==> src/rtl/neuron_layer_seq.sv <==
// One 9-input binary neuron time-multiplexed over NUM_NEURONS weight words.
// A start latches x and walks the neurons one per cycle; done pulses when predict_vec is complete.
module neuron_eval (
  input  logic [79:0] wt,
  input  logic [8:0]  x,
  output logic        pred
);
  logic [7:0] sum;

  // Modulo-256 accumulate; the sign bit of the wrapped sum decides the output.
  always_comb begin
    sum = wt[7:0];
    for (int k = 0; k < 9; k++)
      if (x[k]) sum = sum + wt[8*k+8 +: 8];
  end

  assign pred = ~sum[7];
endmodule

module neuron_layer_seq #(
  parameter int NUM_NEURONS = 8,
  parameter int AW          = $clog2(NUM_NEURONS)
) (
  input  logic                   clk,
  input  logic                   rst_n,
  input  logic                   wr_en,
  input  logic [AW-1:0]          wr_addr,
  input  logic [79:0]            wr_data,
  output logic                   wr_err,
  input  logic                   start,
  input  logic [8:0]             x_in,
  output logic                   busy,
  output logic                   done,
  output logic [NUM_NEURONS-1:0] predict_vec
);
  typedef enum logic [1:0] {IDLE, RUN, FIN} state_t;

  localparam logic [AW-1:0] LAST = AW'(NUM_NEURONS - 1);

  state_t        state;
  logic [AW-1:0] idx;
  logic [8:0]    x_q;
  logic [79:0]   wt [NUM_NEURONS];
  logic          addr_ok;
  logic          pred;

  assign addr_ok = (32'(wr_addr) < NUM_NEURONS);

  neuron_eval u_eval (
    .wt   (wt[idx]),
    .x    (x_q),
    .pred (pred)
  );

  always_ff @(posedge clk or negedge rst_n) begin
    if (!rst_n) begin
      state       <= IDLE;
      idx         <= '0;
      x_q         <= '0;
      busy        <= 1'b0;
      done        <= 1'b0;
      wr_err      <= 1'b0;
      predict_vec <= '0;
      for (int n = 0; n < NUM_NEURONS; n++) wt[n] <= '0;
    end else begin
      done   <= 1'b0;
      // Writes are only safe while the datapath is not reading the file.
      wr_err <= wr_en && ((state != IDLE) || !addr_ok);
      if (wr_en && (state == IDLE) && addr_ok) wt[wr_addr] <= wr_data;

      case (state)
        IDLE: begin
          if (start) begin
            x_q   <= x_in;
            idx   <= '0;
            busy  <= 1'b1;
            state <= RUN;
          end
        end
        RUN: begin
          predict_vec[idx] <= pred;
          if (idx == LAST) begin
            busy  <= 1'b0;
            state <= FIN;
          end else begin
            idx <= idx + 1'b1;
          end
        end
        FIN: begin
          done  <= 1'b1;
          state <= IDLE;
        end
        default: state <= IDLE;
      endcase
    end
  end
endmodule

==> config.mk <==
export PLATFORM = sky130hd
export DESIGN_NAME = neuron_layer_seq
export DESIGN_NICKNAME = d
export VERILOG_FILES = /design/src/rtl/neuron_layer_seq.sv
export SDC_FILE = /design/constraint.sdc
export NUM_CORES = 1
export LEC_CHECK = 0
export ABC_CLOCK_PERIOD_IN_PS = 14000
export CAP_MARGIN = 20
export CORE_MARGIN = 1
export CORE_UTILIZATION = 45
export DETAILED_ROUTE_END_ITERATION = 10
export GPL_ROUTABILITY_DRIVEN = 0
export SETUP_SLACK_MARGIN = 0.1
export SLEW_MARGIN = 10
export SYNTH_ARGS = -nofsm -noshare
export SYNTH_HDL_FRONTEND = slang
export SYNTH_HIERARCHICAL = 1
export SYNTH_SLANG_ARGS = --single-unit
==> constraint.sdc <==
create_clock -name clk -period 14 [get_ports clk]
set_input_delay 2.8 -clock clk [delete_from_list [all_inputs] [get_ports clk]]
set_output_delay 2.8 -clock clk [all_outputs]
set_load 0.01 [all_outputs]
==> results.md, run 1 <==
* Outcome: finished, violations left
* Failing checks: DRC
* Adder-cell share of the synthesized area at 2.92%
* DR vias at 18500
* Number of global-route vias before repair at 20200
* Vias per std cell at 5.69
* Synth Area in XOR/XNOR at approximately 1.3%
* Hpwl dp at 47.7 mm
* CTS root buf: clkbuf_16
* Crit start category: flop
* Critical Path Max Stage Delay at around 760 ps
* WL/cell at around 24 µm
* Multi-input gate area at ~0.016 mm²
* Async SR Flop Fraction at 100%
* Grt total ovfl at 0
* Area share of the largest cell type after synthesis at 50.0%
* GR Layer Usage met2 at 33.8%
* Minimum clock period at 11480 ps
* Worst Path Max Fanout at 24
* Final Skew at 21.9 ps
* WP buf/inv at 0
* Buffers on Ports at 106
* Post-Syn Instances at roughly 2100
* # setup viols final at 0
* Critical Path AT at around 12000 ps
* Setup CP Type: flop to flop
* First-pass GRT wire length at 123 mm
* Post-synthesis cell area at roughly 0.033 mm²
* Worst EP required at around 15000 ps
* Max Cap Viol at 0
* Rows at roughly 100
* Simple-gate portion of the synthesized area at between 2 and 2.5%
* Syn nets at ~2300
* Number of hold-repair buffers added at the cts stage at 0
* Most used routing layer in global routing: met2
* Drc violations at 14
* EDFF count, synth at 0
* Max frequency at slightly below 90 MHz
* Nets@finish at 2404
* Die area at 0.0751 mm²
* H-Tree Depth at 3
* Met3 GRT Util at under 10%
* #FFs+latches synth at 665
* Initial core utilization at around 46%
* PostCTS Resize Cnt at 0
* Seq/Total Area, Yosys at 50.0%
* First-pass DRT Iterations at 7
* Clock-pin transition on the worst setup and hold timing paths at 60 ps
* Fin Setup TNS at 0 ps
* CTS tree: yes
* Clk_lat worst skew at slightly above 600 ps
* Fin. Hold Viols at 0
* Sequential Area at 0.0167 mm²
* Area contributors post-synth: dfrtp_1 (50%), mux2_2 (20%), mux4_2 (11%), mux2_4 (7.3%), ha_1 (2.4%)
* Share of layout cells above drive strength 1 at 47.3%
* Io pins at 107
* Area grow syn2layout at 13.4%
* Crit end category: flop
* Cell mode on critical path: ha_1
* Avg Synthesized Cell Area at 15.5 µm²
* Post-synth cell types at between 70 and 80
* TritonCTS buffer count at 75
* Die width at ~270 µm
* Slowest cell on crit path: dfrtp_4
* Largest area contributor in the netlist: dfrtp_1
* Pins Over Slew Limit at 0
* Worst slew margin at 27.8%
* Period utilisation layout at 82.0%
* Largest net degree at the start of global routing at 170
* Final wirelength at 78.3 mm
* Met1 Use GR at a little under a third
* Worst-Margin Slew at ~1100 ps
* Crit-path leading delay family: adder cells
* Synth Flop Type: dfrtp_1
* Mux cell area share after synthesis at between 30% and 40%
* ANT nets after route at 0
* All-Layer GR Usage at 21.5%
* Sink Count at 665
* Largest family of logic cells by synthesized area: multiplexers
* Ys Warns at 6
* CORE AREA at 0.0731 mm²
* Initial antenna violation count at 7
* Die Ht at 274 µm
* Compound-Gate Fraction of Synth Area at 2.77%
* Unrepaired setup endpoints after global routing: no
* Iter 0 DRT Violations at between 1000 and 1500
* Max Root-Sink Buffers at 3
* Final-layout fill cell count at 6003
* Postcts setup bufs at 0
* Hold Crit Class: flop to flop
-- cells in the final DEF, fill, tap and decap left out, types with 6 or more instances in the layout --
cell | synthesis | layout
a21o_1 | 24 | 24
a21oi_1 | 30 | 30
buf_4 | 2 | 30
clkbuf_1 | 36 | 18
clkbuf_16 | 0 | 77
clkbuf_8 | 0 | 25
clkdlybuf4s50_1 | 0 | 105
clkinv_2 | 0 | 7
dfrtp_1 | 665 | 662
fa_1 | 8 | 8
ha_1 | 65 | 65
inv_1 | 37 | 37
mux2_2 | 588 | 588
mux2_4 | 163 | 163
mux2i_1 | 8 | 8
mux4_2 | 160 | 160
nand2_1 | 44 | 44
nand2b_1 | 11 | 11
nand3_1 | 10 | 10
nor2_1 | 34 | 30
nor2b_1 | 10 | 10
nor3_1 | 6 | 6
o21a_1 | 9 | 9
o21ai_0 | 17 | 17
o21ai_1 | 11 | 11
xnor2_1 | 24 | 24
xor2_1 | 14 | 14
-- stage by stage --
| stage | hold WS, ps | area (µm²) | setup WS [ps] | util (%) | instances |
|---|---|---|---|---|---|
| 6_report | 499 | 37800 | 2520 | 51.7 | 3256 |
| 5_1_grt | 510 | 37800 | 1690 | 51.7 | 3256 |
| 4_1_cts | 504 | 37700 | 2510 | 51.6 | 3251 |
| 3_3_place_gp | 483 | 35200 | 2740 | 48.2 | 3115 |
| 2_1_floorplan | 475 | 33300 | 3300 | - | 2145 |
| 3_5_place_dp | 489 | 35200 | 2560 | 48.2 | 3115 |
-- logic make-up (layout without fill, tap and decap cells) --
kind of cell	count (synthesis)	in the layout
mux	919	919
flops	665	665
buf+inv	165	314
simple gates	145	145
compound gates	136	136
fa+ha+maj	73	73
xor+xnor	42	42
other cells	0	3
-- synthesized netlist by cell type (all sizes together) (9+ instances only) --
library cell,number
a21o,24
a21oi,32
buf,90
clkbuf,37
dfrtp,665
ha,65
inv,37
mux2,751
mux4,160
nand2,44
nand2b,11
nand3,10
nor2,34
nor2b,10
o21a,9
o21ai,28
xnor2,24
xor2,14
-- routing by layer --
metal  vias up  wire length, µm  part of all wire [%]
met5         -               50                 0.064
met4         8             1720                   2.2
met3        96             2730                   3.5
met2       269            37200                    47
li1       8157                -                     -
met1      9982            36600                    47
-- worst register-to-register path: cells and delay by family, from the launching register on --
kind | cells | cell delay, ps
compound gates | 11 | 2990
xor+xnor | 7 | 1320
fa+ha+maj | 10 | 3250
flops | 1 | 760
mux | 7 | 2300
simple gates | 8 | 720
-- flip-flops by register name, summed over array words and instances (netlist names) --
name,cells
busy,1
idx,3
done,1
state,2
wt,640
x_q,9
wr_err,1
predict_vec,8
-- path summary, 6_finish.rpt --
check | slack [ps] | end | startpoint | cells past startpoint
setup / recovery | 2520 | predict_vec[3]$_DFFE_PN0P_ | idx[0]$_DFFE_PN0P_ | 43
min in group asynchronous | 2240 | wt[582]$_DFFE_PN0P_ | rst_n | 1
hold / removal | 500 | wt[157]$_DFFE_PN0P_ | wt[157]$_DFFE_PN0P_ | 1
setup reg to reg | 2520 | predict_vec[3]$_DFFE_PN0P_ | idx[0]$_DFFE_PN0P_ | 43
hold reg to reg | 500 | wt[157]$_DFFE_PN0P_ | wt[157]$_DFFE_PN0P_ | 1
max in group asynchronous | 9480 | idx[0]$_DFFE_PN0P_ | rst_n | 3
-- layout make-up --
class,count,share of cell area [%]
sequential,665,44.1
multi-input combinational,1315,42.0
clock buffer,120,6.19
timing repair buffer,140,3.65
tap,959,3.18
clock inverter,16,0.454
inverter,38,0.378
antenna,3,0.0199
Power of run 1 is not shown: default switching activity piles up to over one toggle a cycle in this logic, so the estimate is an artifact.
==> inputs of run 2 (changes only) <==
Settings changed: ABC_CLOCK_PERIOD_IN_PS 14000 to 10700.
Clock period 14 ns to 10.7 ns, I/O delays scaled along.
==> results.md, run 2 (synthesis results as in run 1) <==
* Grt total ovfl at 0
* First-pass DRT Iterations at 8
* Worst Path Max Fanout at 8
* Hold path startpoint: wt[109]$_DFFE_PN0P_
* First-pass GRT wire length at 124 mm
* Hold Crit Class: flop to flop
* ANT nets after route at 0
* Critical R2R Launch: idx[0]$_DFFE_PN0P_
* Non-filler cells, final at 3305
* Sequential Area at 0.0167 mm²
* Commonest cells after routing, fill and taps aside: dfrtp_1 (662), mux2_2 (581), mux2_4 (170)
* Nets@finish at 2453
* Max Cap Viol at 0
* Most common cell after layout, fill and taps aside: dfrtp_1
* Critical Path Max Stage Delay at 550 ps
* Initial antenna violation count at 5
* Final-layout fill cell count at 5963
* Iter 0 DRT Violations at 1097
* Max Root-Sink Buffers at 3
* Final Skew at roughly 21 ps
* Sink Count at 665
* Multi-input gate area at 0.0166 mm²
* Slowest cell on crit path: fa_2
* # setup viols final at 0
* Rows at 99
* Metal-1 WL at 37.1 mm
* DR vias at 18800
* CORE AREA at 0.0731 mm²
* Critical Path AT at 10720 ps
* WL/cell at 24.0 µm
* DR top layer: met5
* Vias per std cell at 5.69
* Worst EP required at between 10000 and 15000 ps
* Cell mode on critical path: fa_2
* TritonCTS buffer count at 75
* Setup WS post-layout at between 400 and 500 ps
* H-Tree Depth at 3
* Worst-Margin Slew at approximately 1100 ps
* Max FFs per register at 640
* Worst slew margin at between 20% and 30%
* Placed inst area at 0.0354 mm²
* Die area at 0.0751 mm²
* Area grow syn2layout at 16.6%
* Outcome: finished, violations left
* Final wirelength at 79.2 mm
* Number of global-route vias before repair at about 20000
* DR WL met2 at 38.0 mm
* Io pins at 107
* Largest net degree at the start of global routing at 178
* Die Ht at 274 µm
* Reg-to-reg slack, setup at about 480 ps
* Clock-pin transition on the worst setup and hold timing paths at 60 ps
* Crit end category: flop
* Crit start category: flop
* Buffers on Ports at 106
* Pins Over Slew Limit at 0
* Failing checks: DRC
* Period utilisation layout at 95.5%
* Die width at 274 µm
* Pre-CTS WS at -303 ps
* Minimum clock period at just over 10000 ps
* Drc violations at 20
* All-Layer GR Usage at 21.6%
* Top reg by flops: wt
* Setup CP Type: flop to flop
* Top flop regs: wt x640, x_q x9, predict_vec x8
* Clk_lat worst skew at 620 ps
* Initial core utilization at 45.6%
* Crit-path leading delay family: adder cells
* WP buf/inv at 5
* Critical path startpoint: idx[0]$_DFFE_PN0P_
* Fin. Hold Viols at 0
* CTS tree: yes
* Unrepaired setup endpoints after global routing: no
* Share of layout cells above drive strength 1 at 52.1%
* Final Instance Area at 0.0388 mm²
* Wire length on met3 at 2.61 mm
* Hpwl dp at 47.4 mm
* CTS root buf: clkbuf_16
* Placed cell count at around 3100
* Max frequency at 97.9 MHz
run 2: final cells by class:
cell class                      instances  share of cell area [%]
Inverter                               38                   0.374
Sequential cell                       665                    42.9
Clock buffer                          115                    5.69
Timing Repair Buffer                  189                    4.56
Tap cell                              959                    3.09
Antenna cell                            3                  0.0193
Multi-Input combinational cell       1315                    42.7
Clock inverter                         21                   0.638
run 2: worst reg2reg max path, delay by kind of cell (launching register included):
family | cells | cell delay (ps)
mux | 9 | 2380
buf+inv | 5 | 650
compound gates | 7 | 1640
simple gates | 5 | 470
fa+ha+maj | 10 | 3760
flops | 1 | 510
xor+xnor | 3 | 680
run 2: metal layers:
metal / vias to the layer above / GRT usage, %
li1: 8277 / -
met1: 10100 / 31.0
met2: 297 / 34.7
met3: 106 / 2.80
met4: 6 / 5.72
met5: - / 0
run 2: path summary, 6_finish.rpt:
path                                         endpoint  cells after the start
max                        predict_vec[1]$_DFFE_PN0P_                     39
min                               wt[109]$_DFFE_PN0P_                      1
max reg2reg                predict_vec[1]$_DFFE_PN0P_                     39
min reg2reg                       wt[109]$_DFFE_PN0P_                      1
max in group asynchronous         wt[520]$_DFFE_PN0P_                      2
min in group asynchronous         wt[414]$_DFFE_PN0P_                      1
run 2: timing repair:
item,4_1_cts,5_1_grt
setup endpoints to repair,8,8
buffers inserted,8,18
resized for setup,20,107
hold buffers,0,0
pin swaps,4,58
run 2: stage by stage:
step	util, %	hold slack (ps)	TNS (ps)
4_1_cts	52.1	502	0
3_5_place_dp	48.5	487	-2360
3_3_place_gp	48.5	483	0
2_1_floorplan	-	475	0
6_report	53.1	498	0
5_1_grt	53.1	514	0
Power of run 2 is left out for the same reason.
